[src/rtl/rv32i_mem_pkg.sv]
// Shared definitions for the RV32I load/store sequencer: funct3 width codes,
// memory line geometry, sequencer state encoding and the width-to-size decode.
package rv32i_mem_pkg;

  localparam int unsigned LINE_BYTES = 16;
  localparam int unsigned LINE_W     = 8 * LINE_BYTES;
  localparam int unsigned OFF_W      = $clog2(LINE_BYTES);

  // funct3 load/store width codes
  localparam logic [2:0] W_B  = 3'b000;
  localparam logic [2:0] W_H  = 3'b001;
  localparam logic [2:0] W_W  = 3'b010;
  localparam logic [2:0] W_BU = 3'b100;
  localparam logic [2:0] W_HU = 3'b101;

  typedef enum logic [1:0] {
    IDLE  = 2'd0,
    BEAT0 = 2'd1,
    BEAT1 = 2'd2,
    RESP  = 2'd3
  } state_e;

  // Access size in bytes; 0 marks an illegal width code.
  function automatic logic [2:0] width_size(input logic [2:0] width);
    case (width)
      W_B, W_BU: width_size = 3'd1;
      W_H, W_HU: width_size = 3'd2;
      W_W:       width_size = 3'd4;
      default:   width_size = 3'd0;
    endcase
  endfunction

endpackage

[src/rtl/mem_lane_align.sv]
// Places an access onto memory byte lanes for one beat.
//   off        : byte offset of the access within its line
//   size       : access size in bytes (1, 2, 4; anything else gives no lanes)
//   wdata      : store data, low bytes significant
//   beat       : 0 = first line, 1 = bytes spilled into the following line
//   be         : byte enables for the selected beat
//   lane_wdata : write data shifted onto the selected beat's lanes
module mem_lane_align
  import rv32i_mem_pkg::*;
(
  input  logic [OFF_W-1:0]      off,
  input  logic [2:0]            size,
  input  logic [31:0]           wdata,
  input  logic                  beat,
  output logic [LINE_BYTES-1:0] be,
  output logic [LINE_W-1:0]     lane_wdata
);

  localparam int unsigned BE2_W  = 2 * LINE_BYTES;
  localparam int unsigned DAT2_W = 2 * LINE_W;

  logic [3:0]        size_be;
  logic [BE2_W-1:0]  be_full;
  logic [DAT2_W-1:0] wd_full;

  // Shift across a two-line window; the upper half is what spills into beat 1.
  always_comb begin
    case (size)
      3'd1:    size_be = 4'h1;
      3'd2:    size_be = 4'h3;
      3'd4:    size_be = 4'hF;
      default: size_be = 4'h0;
    endcase
    be_full = BE2_W'(size_be) << off;
    wd_full = DAT2_W'(wdata) << {off, 3'b000};
    if (beat) begin
      be         = be_full[BE2_W-1:LINE_BYTES];
      lane_wdata = wd_full[DAT2_W-1:LINE_W];
    end else begin
      be         = be_full[LINE_BYTES-1:0];
      lane_wdata = wd_full[LINE_W-1:0];
    end
  end

endmodule

[src/rtl/mem_access_sequencer.sv]
// Load/store sequencer between the RV32I execute stage and a line-wide memory.
// Accepts one B/H/W access per handshake, issues one or two line beats
// (two when the access crosses a line), reassembles and extends load data,
// and returns a single response pulse.
//   clk, rst                 : clock, async active-high reset
//   cpu_valid/cpu_ready      : request handshake
//   cpu_we/width/addr/wdata  : access descriptor
//   rsp_valid/rdata/err      : one-cycle completion with load data / error
//   mem_req/we/addr/be/wdata : registered memory beat, held until mem_ack
//   mem_ack/mem_rdata        : beat completion with line read data
module mem_access_sequencer
  import rv32i_mem_pkg::*;
#(
  parameter int unsigned ADDR_W = 32
) (
  input  logic                  clk,
  input  logic                  rst,
  input  logic                  cpu_valid,
  output logic                  cpu_ready,
  input  logic                  cpu_we,
  input  logic [2:0]            cpu_width,
  input  logic [ADDR_W-1:0]     cpu_addr,
  input  logic [31:0]           cpu_wdata,
  output logic                  rsp_valid,
  output logic [31:0]           rsp_rdata,
  output logic                  rsp_err,
  output logic                  mem_req,
  output logic                  mem_we,
  output logic [ADDR_W-1:0]     mem_addr,
  output logic [LINE_BYTES-1:0] mem_be,
  output logic [LINE_W-1:0]     mem_wdata,
  input  logic                  mem_ack,
  input  logic [LINE_W-1:0]     mem_rdata
);

  localparam int unsigned SUM_W = OFF_W + 2;

  state_e state_q, state_d;

  logic              lat_we_q, lat_we_d;
  logic [2:0]        lat_width_q, lat_width_d;
  logic [OFF_W-1:0]  lat_off_q, lat_off_d;
  logic [2:0]        lat_size_q, lat_size_d;
  logic [31:0]       lat_wdata_q, lat_wdata_d;
  logic              split_q, split_d;
  logic [31:0]       win_q, win_d;

  logic                  cpu_ready_d, rsp_valid_d, rsp_err_d;
  logic [31:0]           rsp_rdata_d;
  logic                  mem_req_d, mem_we_d;
  logic [ADDR_W-1:0]     mem_addr_d;
  logic [LINE_BYTES-1:0] mem_be_d;
  logic [LINE_W-1:0]     mem_wdata_d;

  logic [2:0]            acc_size;
  logic [OFF_W-1:0]      al_off;
  logic [2:0]            al_size;
  logic [31:0]           al_wdata;
  logic                  al_beat;
  logic [LINE_BYTES-1:0] al_be;
  logic [LINE_W-1:0]     al_lane_wdata;
  logic [31:0]           win_b0, win_b1;

  function automatic logic [31:0] size_mask(input logic [2:0] size);
    case (size)
      3'd1:    size_mask = 32'h0000_00FF;
      3'd2:    size_mask = 32'h0000_FFFF;
      3'd4:    size_mask = 32'hFFFF_FFFF;
      default: size_mask = 32'h0000_0000;
    endcase
  endfunction

  function automatic logic [31:0] load_extend(input logic [2:0] width, input logic [31:0] w);
    case (width)
      W_B:     load_extend = {{24{w[7]}}, w[7:0]};
      W_H:     load_extend = {{16{w[15]}}, w[15:0]};
      W_BU:    load_extend = {24'h0, w[7:0]};
      W_HU:    load_extend = {16'h0, w[15:0]};
      W_W:     load_extend = w;
      default: load_extend = 32'h0;
    endcase
  endfunction

  assign acc_size = width_size(cpu_width);

  // In IDLE the aligner prepares beat 0 from the live request; afterwards it
  // works on the latched access and prepares beat 1.
  assign al_off   = (state_q == IDLE) ? cpu_addr[OFF_W-1:0] : lat_off_q;
  assign al_size  = (state_q == IDLE) ? acc_size : lat_size_q;
  assign al_wdata = (state_q == IDLE) ? cpu_wdata : lat_wdata_q;
  assign al_beat  = (state_q == BEAT0);

  mem_lane_align u_align (
    .off        (al_off),
    .size       (al_size),
    .wdata      (al_wdata),
    .beat       (al_beat),
    .be         (al_be),
    .lane_wdata (al_lane_wdata)
  );

  // Window bytes pulled from each beat; bytes belonging to the other beat shift in as zero.
  assign win_b0 = 32'({LINE_W'(0), mem_rdata} >> {lat_off_q, 3'b000}) & size_mask(lat_size_q);
  assign win_b1 = 32'({mem_rdata, LINE_W'(0)} >> {lat_off_q, 3'b000}) & size_mask(lat_size_q);

  // Next-state and next-output logic
  always_comb begin
    state_d     = state_q;
    lat_we_d    = lat_we_q;
    lat_width_d = lat_width_q;
    lat_off_d   = lat_off_q;
    lat_size_d  = lat_size_q;
    lat_wdata_d = lat_wdata_q;
    split_d     = split_q;
    win_d       = win_q;
    cpu_ready_d = cpu_ready;
    rsp_valid_d = 1'b0;
    rsp_rdata_d = 32'h0;
    rsp_err_d   = 1'b0;
    mem_req_d   = mem_req;
    mem_we_d    = mem_we;
    mem_addr_d  = mem_addr;
    mem_be_d    = mem_be;
    mem_wdata_d = mem_wdata;

    case (state_q)
      IDLE: begin
        if (cpu_valid && cpu_ready) begin
          lat_we_d    = cpu_we;
          lat_width_d = cpu_width;
          lat_off_d   = cpu_addr[OFF_W-1:0];
          lat_size_d  = acc_size;
          lat_wdata_d = cpu_wdata;
          split_d     = (SUM_W'(cpu_addr[OFF_W-1:0]) + SUM_W'(acc_size)) > SUM_W'(LINE_BYTES);
          win_d       = 32'h0;
          cpu_ready_d = 1'b0;
          if (acc_size != 3'd0) begin
            state_d     = BEAT0;
            mem_req_d   = 1'b1;
            mem_we_d    = cpu_we;
            mem_addr_d  = {cpu_addr[ADDR_W-1:OFF_W], OFF_W'(0)};
            mem_be_d    = al_be;
            mem_wdata_d = al_lane_wdata;
          end else begin
            state_d     = RESP;
            rsp_valid_d = 1'b1;
            rsp_err_d   = 1'b1;
          end
        end
      end
      BEAT0: begin
        if (mem_ack) begin
          win_d = win_b0;
          if (split_q) begin
            state_d     = BEAT1;
            mem_addr_d  = mem_addr + ADDR_W'(LINE_BYTES);
            mem_be_d    = al_be;
            mem_wdata_d = al_lane_wdata;
          end else begin
            state_d     = RESP;
            mem_req_d   = 1'b0;
            mem_we_d    = 1'b0;
            mem_addr_d  = '0;
            mem_be_d    = '0;
            mem_wdata_d = '0;
            rsp_valid_d = 1'b1;
            rsp_rdata_d = lat_we_q ? 32'h0 : load_extend(lat_width_q, win_d);
          end
        end
      end
      BEAT1: begin
        if (mem_ack) begin
          win_d       = win_q | win_b1;
          state_d     = RESP;
          mem_req_d   = 1'b0;
          mem_we_d    = 1'b0;
          mem_addr_d  = '0;
          mem_be_d    = '0;
          mem_wdata_d = '0;
          rsp_valid_d = 1'b1;
          rsp_rdata_d = lat_we_q ? 32'h0 : load_extend(lat_width_q, win_d);
        end
      end
      RESP: begin
        state_d     = IDLE;
        cpu_ready_d = 1'b1;
      end
      default: begin
        state_d     = IDLE;
        cpu_ready_d = 1'b1;
      end
    endcase
  end

  // State, latched access and registered outputs
  always_ff @(posedge clk or posedge rst) begin
    if (rst) begin
      state_q     <= IDLE;
      lat_we_q    <= 1'b0;
      lat_width_q <= 3'h0;
      lat_off_q   <= '0;
      lat_size_q  <= 3'h0;
      lat_wdata_q <= 32'h0;
      split_q     <= 1'b0;
      win_q       <= 32'h0;
      cpu_ready   <= 1'b1;
      rsp_valid   <= 1'b0;
      rsp_rdata   <= 32'h0;
      rsp_err     <= 1'b0;
      mem_req     <= 1'b0;
      mem_we      <= 1'b0;
      mem_addr    <= '0;
      mem_be      <= '0;
      mem_wdata   <= '0;
    end else begin
      state_q     <= state_d;
      lat_we_q    <= lat_we_d;
      lat_width_q <= lat_width_d;
      lat_off_q   <= lat_off_d;
      lat_size_q  <= lat_size_d;
      lat_wdata_q <= lat_wdata_d;
      split_q     <= split_d;
      win_q       <= win_d;
      cpu_ready   <= cpu_ready_d;
      rsp_valid   <= rsp_valid_d;
      rsp_rdata   <= rsp_rdata_d;
      rsp_err     <= rsp_err_d;
      mem_req     <= mem_req_d;
      mem_we      <= mem_we_d;
      mem_addr    <= mem_addr_d;
      mem_be      <= mem_be_d;
      mem_wdata   <= mem_wdata_d;
    end
  end

endmodule

[config.mk]
export PLATFORM = sky130hd
export DESIGN_NAME = mem_access_sequencer
export DESIGN_NICKNAME = d
export VERILOG_FILES = /design/src/rtl/rv32i_mem_pkg.sv /design/src/rtl/mem_lane_align.sv /design/src/rtl/mem_access_sequencer.sv
export SDC_FILE = /design/constraint.sdc
export NUM_CORES = 1
export LEC_CHECK = 0
export BUFFER_PORTS_ARGS = -buffer_cell sky130_fd_sc_hd__buf_2
export CAP_MARGIN = 30
export CORE_ASPECT_RATIO = 1.25
export CORE_MARGIN = 4
export CORE_UTILIZATION = 25
export DETAILED_ROUTE_END_ITERATION = 7
export GPL_TIMING_DRIVEN = 1
export PLACE_DENSITY_LB_ADDON = 0.05
export SKIP_CTS_REPAIR_TIMING = 1
export SYNTH_ARGS = -nofsm -noshare
export SYNTH_HDL_FRONTEND = slang
export SYNTH_SLANG_ARGS = --single-unit
[constraint.sdc]
create_clock -name clk -period 24.2 [get_ports clk]
set_input_delay 4.84 -clock clk [delete_from_list [all_inputs] [get_ports clk]]
set_output_delay 4.84 -clock clk [all_outputs]
set_load 0.005 [all_outputs]
==> summary.md, run 1 <==
| Metric | Value |
|---|---|
| Final setup fails | 0 |
| Setup TNS Final | 0 ns |
| Rows | approximately 110 |
| Global-route wire length before repair | 126000 um |
| Crit end category | flop |
| GPL Wtd Cong | 0.862 |
| Synthesis-to-finish area growth | 22.7% |
| Hold path start | mem_wdata[25] |
| Layout Skew | around 0.021 ns |
| Final Max Slew Viols | 0 |
| Dpl hpwl | 65700 um |
| Commonest non-fill, non-tap cell in the layout | buf_2 |
| RSZ-0062 raised after global routing | no |
| Final Hold Slack | 0.481 ns |
| Remaining global-route overflow | 0 |
| Share of cells above drive strength 1 | 32.2% |
| Hold path endpoint | mem_wdata[25] |
| Fill cells | between 7000 and 8000 |
| Die Ht | around 310 um |
| Crit path launch | cpu_valid |
| Worst-path fanout max | 77 |
| Die extent in x | 248 um |
| PortBufs | 408 |
| Routed via count | 17100 |
| Worst Hold Class | flop to flop |
| Fmax | about 130 MHz |
| Hold depth | 2 |
| Worst setup SP type | input port |
| Placed Instance Area | 20900 um^2 |
| WL final | a little under 90000 um |
| TritonCTS clock tree | yes |
| IO Count | 413 |
| CTS root buffer | clkbuf_16 |
| Syn. warnings | 0 |
| Cell area power density | 146 nW/um^2 |
| DR pass1 iterations | 8 |
| Syn Area/Cell | around 10 um^2 |
| Setup Crit Path Kind | input port to flop |
| Most frequent cells in the layout | buf_2, dfrtp_1, nand2_1, o21ai_0, mux2i_1 |
| Synth top area share | roughly two fifths |
| Tcrit/Tclk final | 31.4% |
| Final ANT Viol Nets | 0 |
| Outcome | finished, final reports clean |
| DR WL/cell | 28.0 um |
| Reg2reg start | state_q[0] |
| Fin crit period | 7.60 ns |
| Mapped cell area | 18000 um^2 |
| Worst-Margin Slew | 0.979 ns |
| Hold Vio Cnt, Final | 0 |
| Area leader, netlist | dfrtp_1 |
| FF+latch count, synth | 287 |
| Initial DRC count | around 1200 |
| Final Core Density | 31.1% |
| CTS Buffer Depth | 3 |
| Post-synthesis sequential area ratio | 39.8% |
| Antenna violations before repair | 5 |
| Arrival time at the worst endpoint | 8.05 ns |
| R2r setup slk | roughly 20 ns |
| Number of flops mapped to enable cells by yosys | 0 |
| Num Clock Sinks | 287 |
| Ys async rst share | 100% |
| Post-synthesis cell count | roughly 1800 |
| LEAKAGE | 10.1 nW |
| Synth top area cells | dfrtp_1, mux4_2, mux2_2, mux2i_1, a22o_1 |
| Latest clock arrival within the worst-skew pair | 0.55 ns |
| Yosys cell types | 79 |
| Worst EP required | 24.64 ns |
| DRC Markers | 0 |
| Peak VDD IR | approximately 0.000056 V |
| Clk slew on worst S/H paths | 0.06 ns |
| Die Area | 76600 um^2 |
| Synth Flop Type | dfrtp_1 |
| Max cap viols | 0 |
| H-Tree Depth | 2 |
| Worst r2r path cells | 8 |
| GRT Total Usage | 22.1% |
| Largest net degree at the start of global routing | 128 |
| Worst r2r dst | mem_wdata[82] |
| Initial core utilization | roughly 25% |
| DR vias/cell | 5.49 |
| Vias in the first global route | approximately 18000 |
| CTS Buf Count | 37 |
| Fin nets | 2360 |
| Post-route cell area | roughly 22000 um^2 |
| Core area | 71200 um^2 |
| Max-Slew Margin vs Limit | between 30% and 40% |
==> worst max-delay path by stage <==
stage	to	slack, ns
after floorplan	lat_off_q[0]	11.44
after global placement	mem_be[9]	16.13
after detailed placement	mem_wdata[116]	16.06
after CTS	mem_wdata[82]	16.65
after global routing	mem_wdata[89]	16.36
final	mem_wdata[82]	16.60
==> worst max-delay path, cell delays in order <==
cell and delay, ns:
buf_2 0.13, a21boi_1 0.45, a2111o_2 0.67, buf_4 0.78
buf_4 0.80, nand2_1 0.13, o221ai_1 0.11
==> state kept, by name (all words and copies together), names as in the netlist <==
name and cells:
mem_be 16, lat_wdata_q 32, rsp_rdata 32, state_q 2
lat_off_q 4, mem_we 1, lat_size_q 3, rsp_valid 1
mem_wdata 128, lat_width_q 3, rsp_err 1, win_q 32
split_q 1, lat_we_q 1, cpu_ready 1, mem_req 1
mem_addr 28
==> power by group <==
group	total, mW	internal [mW]	switching (mW)
Clock	0.544	0.312	0.232
Combinational	1.91	0.659	1.25
Sequential	0.775	0.639	0.136
Total	3.23	1.61	1.62
==> cell families after synthesis <==
family                   count (synthesis)  share of synthesized area [%]
multiplexers                           274                           19.9
AO/OA/AOI/OAI                          582                           22.3
AND/OR/NAND/NOR                        484                           12.8
adder cells (fa/ha/maj)                 10                          0.735
XOR/XNOR                                 2                         0.0971
buffers and inverters                  173                           4.40
other                                    1                         0.0208
flip-flops                             287                           39.8
==> synthesized netlist by cell type (9+ instances only) <==
| cell type | number |
|---|---|
| o221ai_1 | 24 |
| o21ai_0 | 131 |
| buf_2 | 65 |
| nor2b_1 | 17 |
| a221oi_1 | 17 |
| mux2_2 | 104 |
| a21oi_1 | 71 |
| o211ai_1 | 9 |
| ha_1 | 9 |
| or3_1 | 9 |
| a21o_1 | 9 |
| a22o_1 | 102 |
| o22ai_1 | 76 |
| a22oi_1 | 24 |
| nand4_1 | 16 |
| a31oi_1 | 31 |
| a2bb2oi_1 | 10 |
| nand3_1 | 44 |
| clkbuf_1 | 54 |
| mux4_2 | 57 |
| buf_4 | 15 |
| and3_1 | 9 |
| buf_1 | 15 |
| nand3b_1 | 9 |
| inv_1 | 21 |
| nand2b_1 | 14 |
| nor2_1 | 104 |
| a32oi_1 | 9 |
| nand2_1 | 173 |
| nor3_1 | 44 |
| dfrtp_1 | 286 |
| mux2i_1 | 113 |
==> cell type report <==
class	count	area, um^2	area share, %
Antenna cell	7	17.5	0.0791
Clock buffer	49	1030	4.66
Clock inverter	14	136	0.616
Inverter	23	93.8	0.424
Multi-Input combinational cell	1356	10100	45.8
Sequential cell	287	7190	32.5
Tap cell	943	1180	5.33
Timing Repair Buffer	445	2340	10.6
==> per-stage QoR <==
step                      power, mW  instances  worst slack [ns]
after CTS                      3.26       3116             16.65
after global routing           3.43       3118             16.36
after global placement         2.68       3052             16.13
final                          3.23       3124             16.60
after detailed placement       2.69       3053             16.06
after floorplan                1.93       1816             11.44
==> metal layers <==
layer | vias to the layer above | wire, um | global-route usage [%]
li1 | 7651 | - | -
met1 | 8691 | 35100 | 27.7
met2 | 681 | 43900 | 38.7
met3 | 118 | 5540 | 3.85
met4 | 2 | 3010 | 6.94
met5 | - | 17 | 0
No activity file was read; power rests on OpenSTA's default activity.
==> inputs of run 2 (changes only) <==
==> constraint.sdc (replaced) <==
create_clock -name clk -period 6.2 [get_ports clk]
set_input_delay 1.24 -clock clk [delete_from_list [all_inputs] [get_ports clk]]
set_output_delay 1.24 -clock clk [all_outputs]
set_load 0.005 [all_outputs]
==> summary.md, run 2 (synthesis results as in run 1) <==
| Metric | Value |
|---|---|
| Outcome | finished, final reports clean |
| Rows | 109 (unchanged) |
| Dpl hpwl | 65800 um (+0.21%) |
| Peak VDD IR | 0.000542 V (+870%) |
| Crit end category | flop |
| Multi-input logic area | 10100 um^2 (unchanged) |
| Worst path cell trace | inv_1 -> ha_1 -> nor2b_1 -> nand4bb_1 -> nor3_2 -> o21ai_0 -> nand4_1 |
| Final ANT Viol Nets | 0 (unchanged) |
| Overall power | 12.6 mW (+290%) |
| CP top delay family | simple AND/OR/NAND/NOR gates |
| H-Tree Depth | 2 (unchanged) |
| Die Area | 76600 um^2 (unchanged) |
| Layout Skew | 0.0364 ns (+0.0153 ns) |
| Initial core utilization | 25.3% (unchanged) |
| Worst Hold Class | flop to flop |
| CP max stage delay | 0.98 ns (+0.18 ns) |
| DR vias/cell | 5.49 (about the same) |
| Final Core Density | 31.2% (+0.063 points) |
| Hold Vio Cnt, Final | 0 (unchanged) |
| CTS root buffer | clkbuf_16 |
| Vias in the first global route | 17300 (-1.2%) |
| Worst setup SP type | flop |
| Fin crit period | 3.98 ns |
| Met1 GRT Util | 26.8% (-0.93 points) |
| Initial DRC count | 1410 (+21%) |
| Final setup fails | 0 (unchanged) |
| RSZ-0062 raised after global routing | no |
| Arrival time at the worst endpoint | 4.44 ns (-3.61 ns) |
| DRC Markers | 0 (unchanged) |
| Worst EP required | 6.65 ns (-17.99 ns) |
| CTS Buffer Depth | 3 (unchanged) |
| Post-place setup slack | 2.19 ns (-13.87 ns) |
| Max-Slew Margin vs Limit | 29.1% (-5.2 points) |
| Num Clock Sinks | 287 (unchanged) |
| Tcrit/Tclk final | about 64% |
| WL final | 87600 um (about the same) |
| Post-route cell area | 22200 um^2 (+0.20%) |
| Cell area power density | 569 nW/um^2 (+290%) |
| IO Count | 413 (unchanged) |
| Setup WS post-layout | 2.22 ns (-14.38 ns) |
| Met2 Use GR | 37.8% (-0.89 points) |
| Most frequent cells in the layout | buf_2, dfrtp_1, nand2_1, o21ai_0, mux2i_1 |
| Placed Instance Area | 20900 um^2 (about the same) |
| Reg area | 7190 um^2 (unchanged) |
| Latest clock arrival within the worst-skew pair | 0.56 ns (about the same) |
| DR WL/cell | 28.1 um (+0.29%) |
| TritonCTS clock tree | yes |
| Fill cells | 7480 (-0.84%) |
| DR pass1 iterations | 5 (-3) |
| Slowest CP cell | nor3_2 |
| Fmax | 251 MHz |
| Commonest non-fill, non-tap cell in the layout | buf_2 |
| Largest Register | mem_wdata |
| GR Util met3 | 4.67% (+0.82 points) |
| Max cap viols | 0 (unchanged) |
| Routed via count | 17100 (-0.25%) |
| Final Hold Slack | 0.475 ns (-0.00506 ns) |
| Final cell count without fillers | 3116 (-0.26%) |
| Share of cells above drive strength 1 | 31.8% (-0.34 points) |
| GPL Wtd Cong | 0.843 (-2.3%) |
| Global route hottest layer | met2 |
| CTS Buf Count | 37 (unchanged) |
| Global-route wire length before repair | 125000 um (-0.75%) |
| PortBufs | 408 (unchanged) |
| Die extent in x | 248 um (unchanged) |
| Remaining global-route overflow | 0 (unchanged) |
| Clk slew on worst S/H paths | 0.06 ns (about the same) |
| Core area | 71200 um^2 (unchanged) |
| Die Ht | 308 um (unchanged) |
| Setup TNS Final | 0 ns (unchanged) |
| GRT Total Usage | 22.1% (-0.054 points) |
| Largest net degree at the start of global routing | 190 (+48%) |
| Max FFs per register | 128 (unchanged) |
| Fin nets | 2355 (-0.21%) |
| R2r setup slk | 2.22 ns (-17.77 ns) |
| LEAKAGE | 10.1 nW (+0.15%) |
| Antenna violations before repair | 8 (+3) |
| Final Max Slew Viols | 0 (unchanged) |
| Worst-Margin Slew | 1.06 ns (+0.0782 ns) |
| Setup Crit Path Kind | flop to flop |
| Synthesis-to-finish area growth | 23.0% |
| Worst-path fanout max | 14 (-82%) |
| DP Cell Count | 3049 (-0.13%) |
| WP buf/inv | 1 (-2) |
==> run 2: layer usage <==
metal  vias to the layer above  part of all wire [%]
met4                         8                   4.8
met3                       138                   7.0
li1                       7636                     -
met1                      8638                    39
met2                       680                    49
met5                         -                 0.058
==> run 2: worst paths after layout <==
kind,start,endpoint,cells after the start
worst min register to register,mem_we,mem_we,2
worst max register to register,state_q[1],rsp_rdata[26],7
worst min-delay path,mem_we,mem_we,2
min in group asynchronous,rst,rsp_rdata[23],2
max in group asynchronous,rst,mem_wdata[49],3
worst max-delay path,state_q[1],rsp_rdata[26],7
==> run 2: final cells by class <==
class,instances,share of cell area (%)
diodes,4,0.0451
clock buffers,53,4.77
clock inverters,10,0.806
inverters,23,0.406
multi-input cells,1356,45.7
flip-flops and latches,287,32.4
well taps,943,5.32
repair buffers,440,10.5
==> run 2: power breakdown <==
group          switching [mW]  leakage (nW)  internal (mW)  total [mW]
clock                   0.890         0.604           1.35        2.25
combinational            4.72          5.63           2.56        7.28
sequential              0.614          3.86           2.49        3.11
==> run 2: worst reg2reg max path, stage by stage (launching register included) <==
cell	delay (ns)
dfrtp_1	0.42
inv_1	0.15
ha_1	0.62
nor2b_1	0.43
nand4bb_1	0.45
nor3_2	0.98
o21ai_0	0.59
nand4_1	0.26
==> inputs of run 3 (changes only) <==
--- a/config.mk
+++ b/config.mk
@@ -5,6 +5,7 @@
 export SDC_FILE = /design/constraint.sdc
 export NUM_CORES = 1
 export LEC_CHECK = 0
+export ABC_AREA = 1
 export BUFFER_PORTS_ARGS = -buffer_cell sky130_fd_sc_hd__buf_2
 export CAP_MARGIN = 30
 export CORE_ASPECT_RATIO = 1.25
==> constraint.sdc (replaced) <==
create_clock -name clk -period 3.6 [get_ports clk]
set_input_delay 0.72 -clock clk [delete_from_list [all_inputs] [get_ports clk]]
set_output_delay 0.72 -clock clk [all_outputs]
set_load 0.005 [all_outputs]
==> summary.md, run 3 <==
| Metric | Value |
|---|---|
| Crit end category | flop |
| Placed Instance Area | 22100 um^2 (+5.3%) |
| Dpl hpwl | 73000 um (+11%) |
| Yosys cell types | 49 (-38%) |
| Fill cells | 8344 (+12%) |
| PortBufs | 408 (unchanged) |
| Max-Slew Margin vs Limit | 33.9% (+4.8 points) |
| Synth Flop Type | dfrtp_1 |
| TritonCTS clock tree | yes |
| Ys async rst share | 100% (unchanged) |
| LEAKAGE | 11.7 nW (+16%) |
| Worst setup SP type | flop |
| Final Core Density | 31.1% (-0.052 points) |
| Max cap viols | 0 (unchanged) |
| Routed via count | 21100 (+23%) |
| FF+latch count, synth | 287 (unchanged) |
| Synth top area cells | dfrtp_1, nand2_1, o21ai_0, nand3_1, a21oi_1 |
| Final Max Slew Viols | 0 (unchanged) |
| Final setup fails | 0 (unchanged) |
| IO Count | 413 (unchanged) |
| Synth cell count leaders | nand2_1, o21ai_0, dfrtp_1 |
| Synth top area share | 37.8% (-1.9 points) |
| Clk slew on worst S/H paths | 0.06 ns (about the same) |
| Arrival time at the worst endpoint | 3.50 ns (-0.94 ns) |
| Post-place setup slack | 0.475 ns (-1.72 ns) |
| DRC Markers | 0 (unchanged) |
| Tcrit/Tclk final | 86.4% (+22 points) |
| Antenna violations before repair | 6 (-2) |
| Die Area | 80200 um^2 (+4.8%) |
| Max FFs per register | 128 (unchanged) |
| RSZ-0062 raised after global routing | no |
| Syn. warnings | 0 (unchanged) |
| Layout Skew | 0.0333 ns (-0.00310 ns) |
| DR WL/cell | 22.7 um (-19%) |
| Fin crit period | 3.11 ns (-0.872 ns) |
| Setup WS post-layout | 0.489 ns (-1.73 ns) |
| CTS Buffer Depth | 3 (unchanged) |
| Setup Crit Path Kind | flop to flop |
| Remaining global-route overflow | 0 (unchanged) |
| Post-synthesis cell count | 2879 (+59%) |
| Peak VDD IR | 0.000335 V (-38%) |
| Commonest non-fill, non-tap cell in the layout | nand2_1 |
| Area leader, netlist | dfrtp_1 |
| Most frequent cells in the layout | nand2_1, buf_2, o21ai_0, dfrtp_1, nand3_1 |
| GRT Total Usage | 23.1% (+1.1 points) |
| Initial core utilization | 25.3% (-0.039 points) |
| Syn Area/Cell | 6.58 um^2 (-34%) |
| Worst-Margin Slew | 0.981 ns (-0.0763 ns) |
| Largest Register | mem_wdata |
| Num Clock Sinks | 287 (unchanged) |
| Die extent in x | 254 um (+2.4%) |
| Post-synthesis sequential area ratio | 37.9% (-1.9 points) |
| CTS root buffer | clkbuf_16 |
| Core area | 74800 um^2 (+5.1%) |
| H-Tree Depth | 2 (unchanged) |
| Latest clock arrival within the worst-skew pair | 0.55 ns (about the same) |
| Worst-path fanout max | 37 (+23) |
| Post-route cell area | 23300 um^2 (+4.9%) |
| DR vias/cell | 5.01 (-8.7%) |
| Cell area power density | 333 nW/um^2 (-41%) |
| Share of cells above drive strength 1 | 18.7% (-13 points) |
| GPL Wtd Cong | 0.907 (+7.6%) |
| Number of flops mapped to enable cells by yosys | 0 (unchanged) |
| Largest net degree at the start of global routing | 158 (-17%) |
| Fmax | 321 MHz (+28%) |
| Final ANT Viol Nets | 0 (unchanged) |
| Outcome | finished, final reports clean |
| Mapped cell area | 18900 um^2 (+5.0%) |
| Worst EP required | 3.99 ns (-2.66 ns) |
| Vias in the first global route | 21300 (+23%) |
| Global-route wire length before repair | 140000 um (+12%) |
| Die Ht | 316 um (+2.4%) |
| Initial DRC count | 1213 (-14%) |
| Setup TNS Final | 0 ns (unchanged) |
| DR pass1 iterations | 5 (unchanged) |
| Worst Hold Class | input port to async pin |
| Most numerous cell in the Yosys netlist | nand2_1 |
| Synthesis-to-finish area growth | 22.9% (about the same) |
| Rows | 112 (+2.8%) |
| CTS Buf Count | 36 (-2.7%) |
| Fin nets | 3416 (+45%) |
| Hold Vio Cnt, Final | 0 (unchanged) |
| WL final | 95400 um (+8.9%) |
[run 3: changes by cell type after synthesis, sizes merged, moves of 93 or more]
| cell | previous run | this run |
|---|---|---|
| inv | 23 | 172 |
| nand3 | 44 | 258 |
| a22o | 102 | 9 |
| nand2 | 173 | 1030 |
| o21ai | 137 | 402 |
| mux2i | 113 | 0 |
| mux2 | 104 | 0 |
[run 3: power by group]
part,switching [mW],internal (mW),total [mW]
combinational,0.524,0.218,0.742
sequential,0,3.23,3.23
clock,1.52,2.27,3.79
[run 3: final cells by class]
type	instances	area (um^2)	area share, %
Clock inverter	12	156	0.672
Inverter	172	654	2.81
Tap cell	969	1210	5.21
Timing Repair Buffer	485	2800	12.0
Multi-Input combinational cell	2224	10200	43.9
Sequential cell	287	7190	30.9
Antenna cell	3	7.51	0.0322
Clock buffer	51	1060	4.55
[run 3: final timing paths]
path / from / endpoint / slack [ns] / cells past startpoint
min in group clk: cpu_wdata[11] / lat_wdata_q[11] / 0.40 / 3
min: rst / rsp_rdata[15] / 0.23 / 2
max reg2reg: state_q[0] / mem_wdata[47] / 0.49 / 11
min reg2reg: mem_be[6] / mem_be[6] / 0.48 / 2
max: state_q[0] / mem_wdata[47] / 0.49 / 11
max in group asynchronous: rst / mem_wdata[57] / 2.43 / 3
[run 3: metal layers]
layer | wire length [um] | global-route usage, % | vias to the layer above | part of all wire [%]
li1 | - | - | 10200 | -
met1 | 35900 | 26.0 | 10100 | 38
met2 | 49800 | 43.3 | 621 | 52
met3 | 4850 | 3.24 | 133 | 5.1
met4 | 4870 | 9.88 | 4 | 5.1
met5 | 28 | 0 | - | 0.029
[run 3: kinds of logic after synthesis]
family          after synthesis  synth area share (%)
simple gates               1538                  33.5
compound gates              671                  19.4
buf+inv                     371                  8.40
flops                       287                  37.9
fa+ha+maj                    10                 0.700
xor+xnor                      1                0.0463
other cells                   1                0.0198
[run 3: per-stage QoR]
step / power, mW / instances / hold slack [ns]
final: 7.76 / 4203 / 0.229
after floorplan: 3.65 / 2882 / 0.448
after detailed placement: 4.04 / 4137 / 0.460
after CTS: 7.93 / 4200 / 0.210
after global routing: 8.10 / 4200 / 0.238
after global placement: 4.04 / 4137 / 0.463
[run 3: worst max-delay path: stages (launching register included)]
cell and delay [ns]:
dfrtp_1 0.40, inv_1 0.13, ha_2 0.50, nand2_1 0.17, o21ai_4 0.31, inv_4 0.32
nand2_1 0.13, o21ai_1 0.12, nand2_1 0.11, nor2_1 0.05, a31oi_1 0.50, o21ai_0 0.18
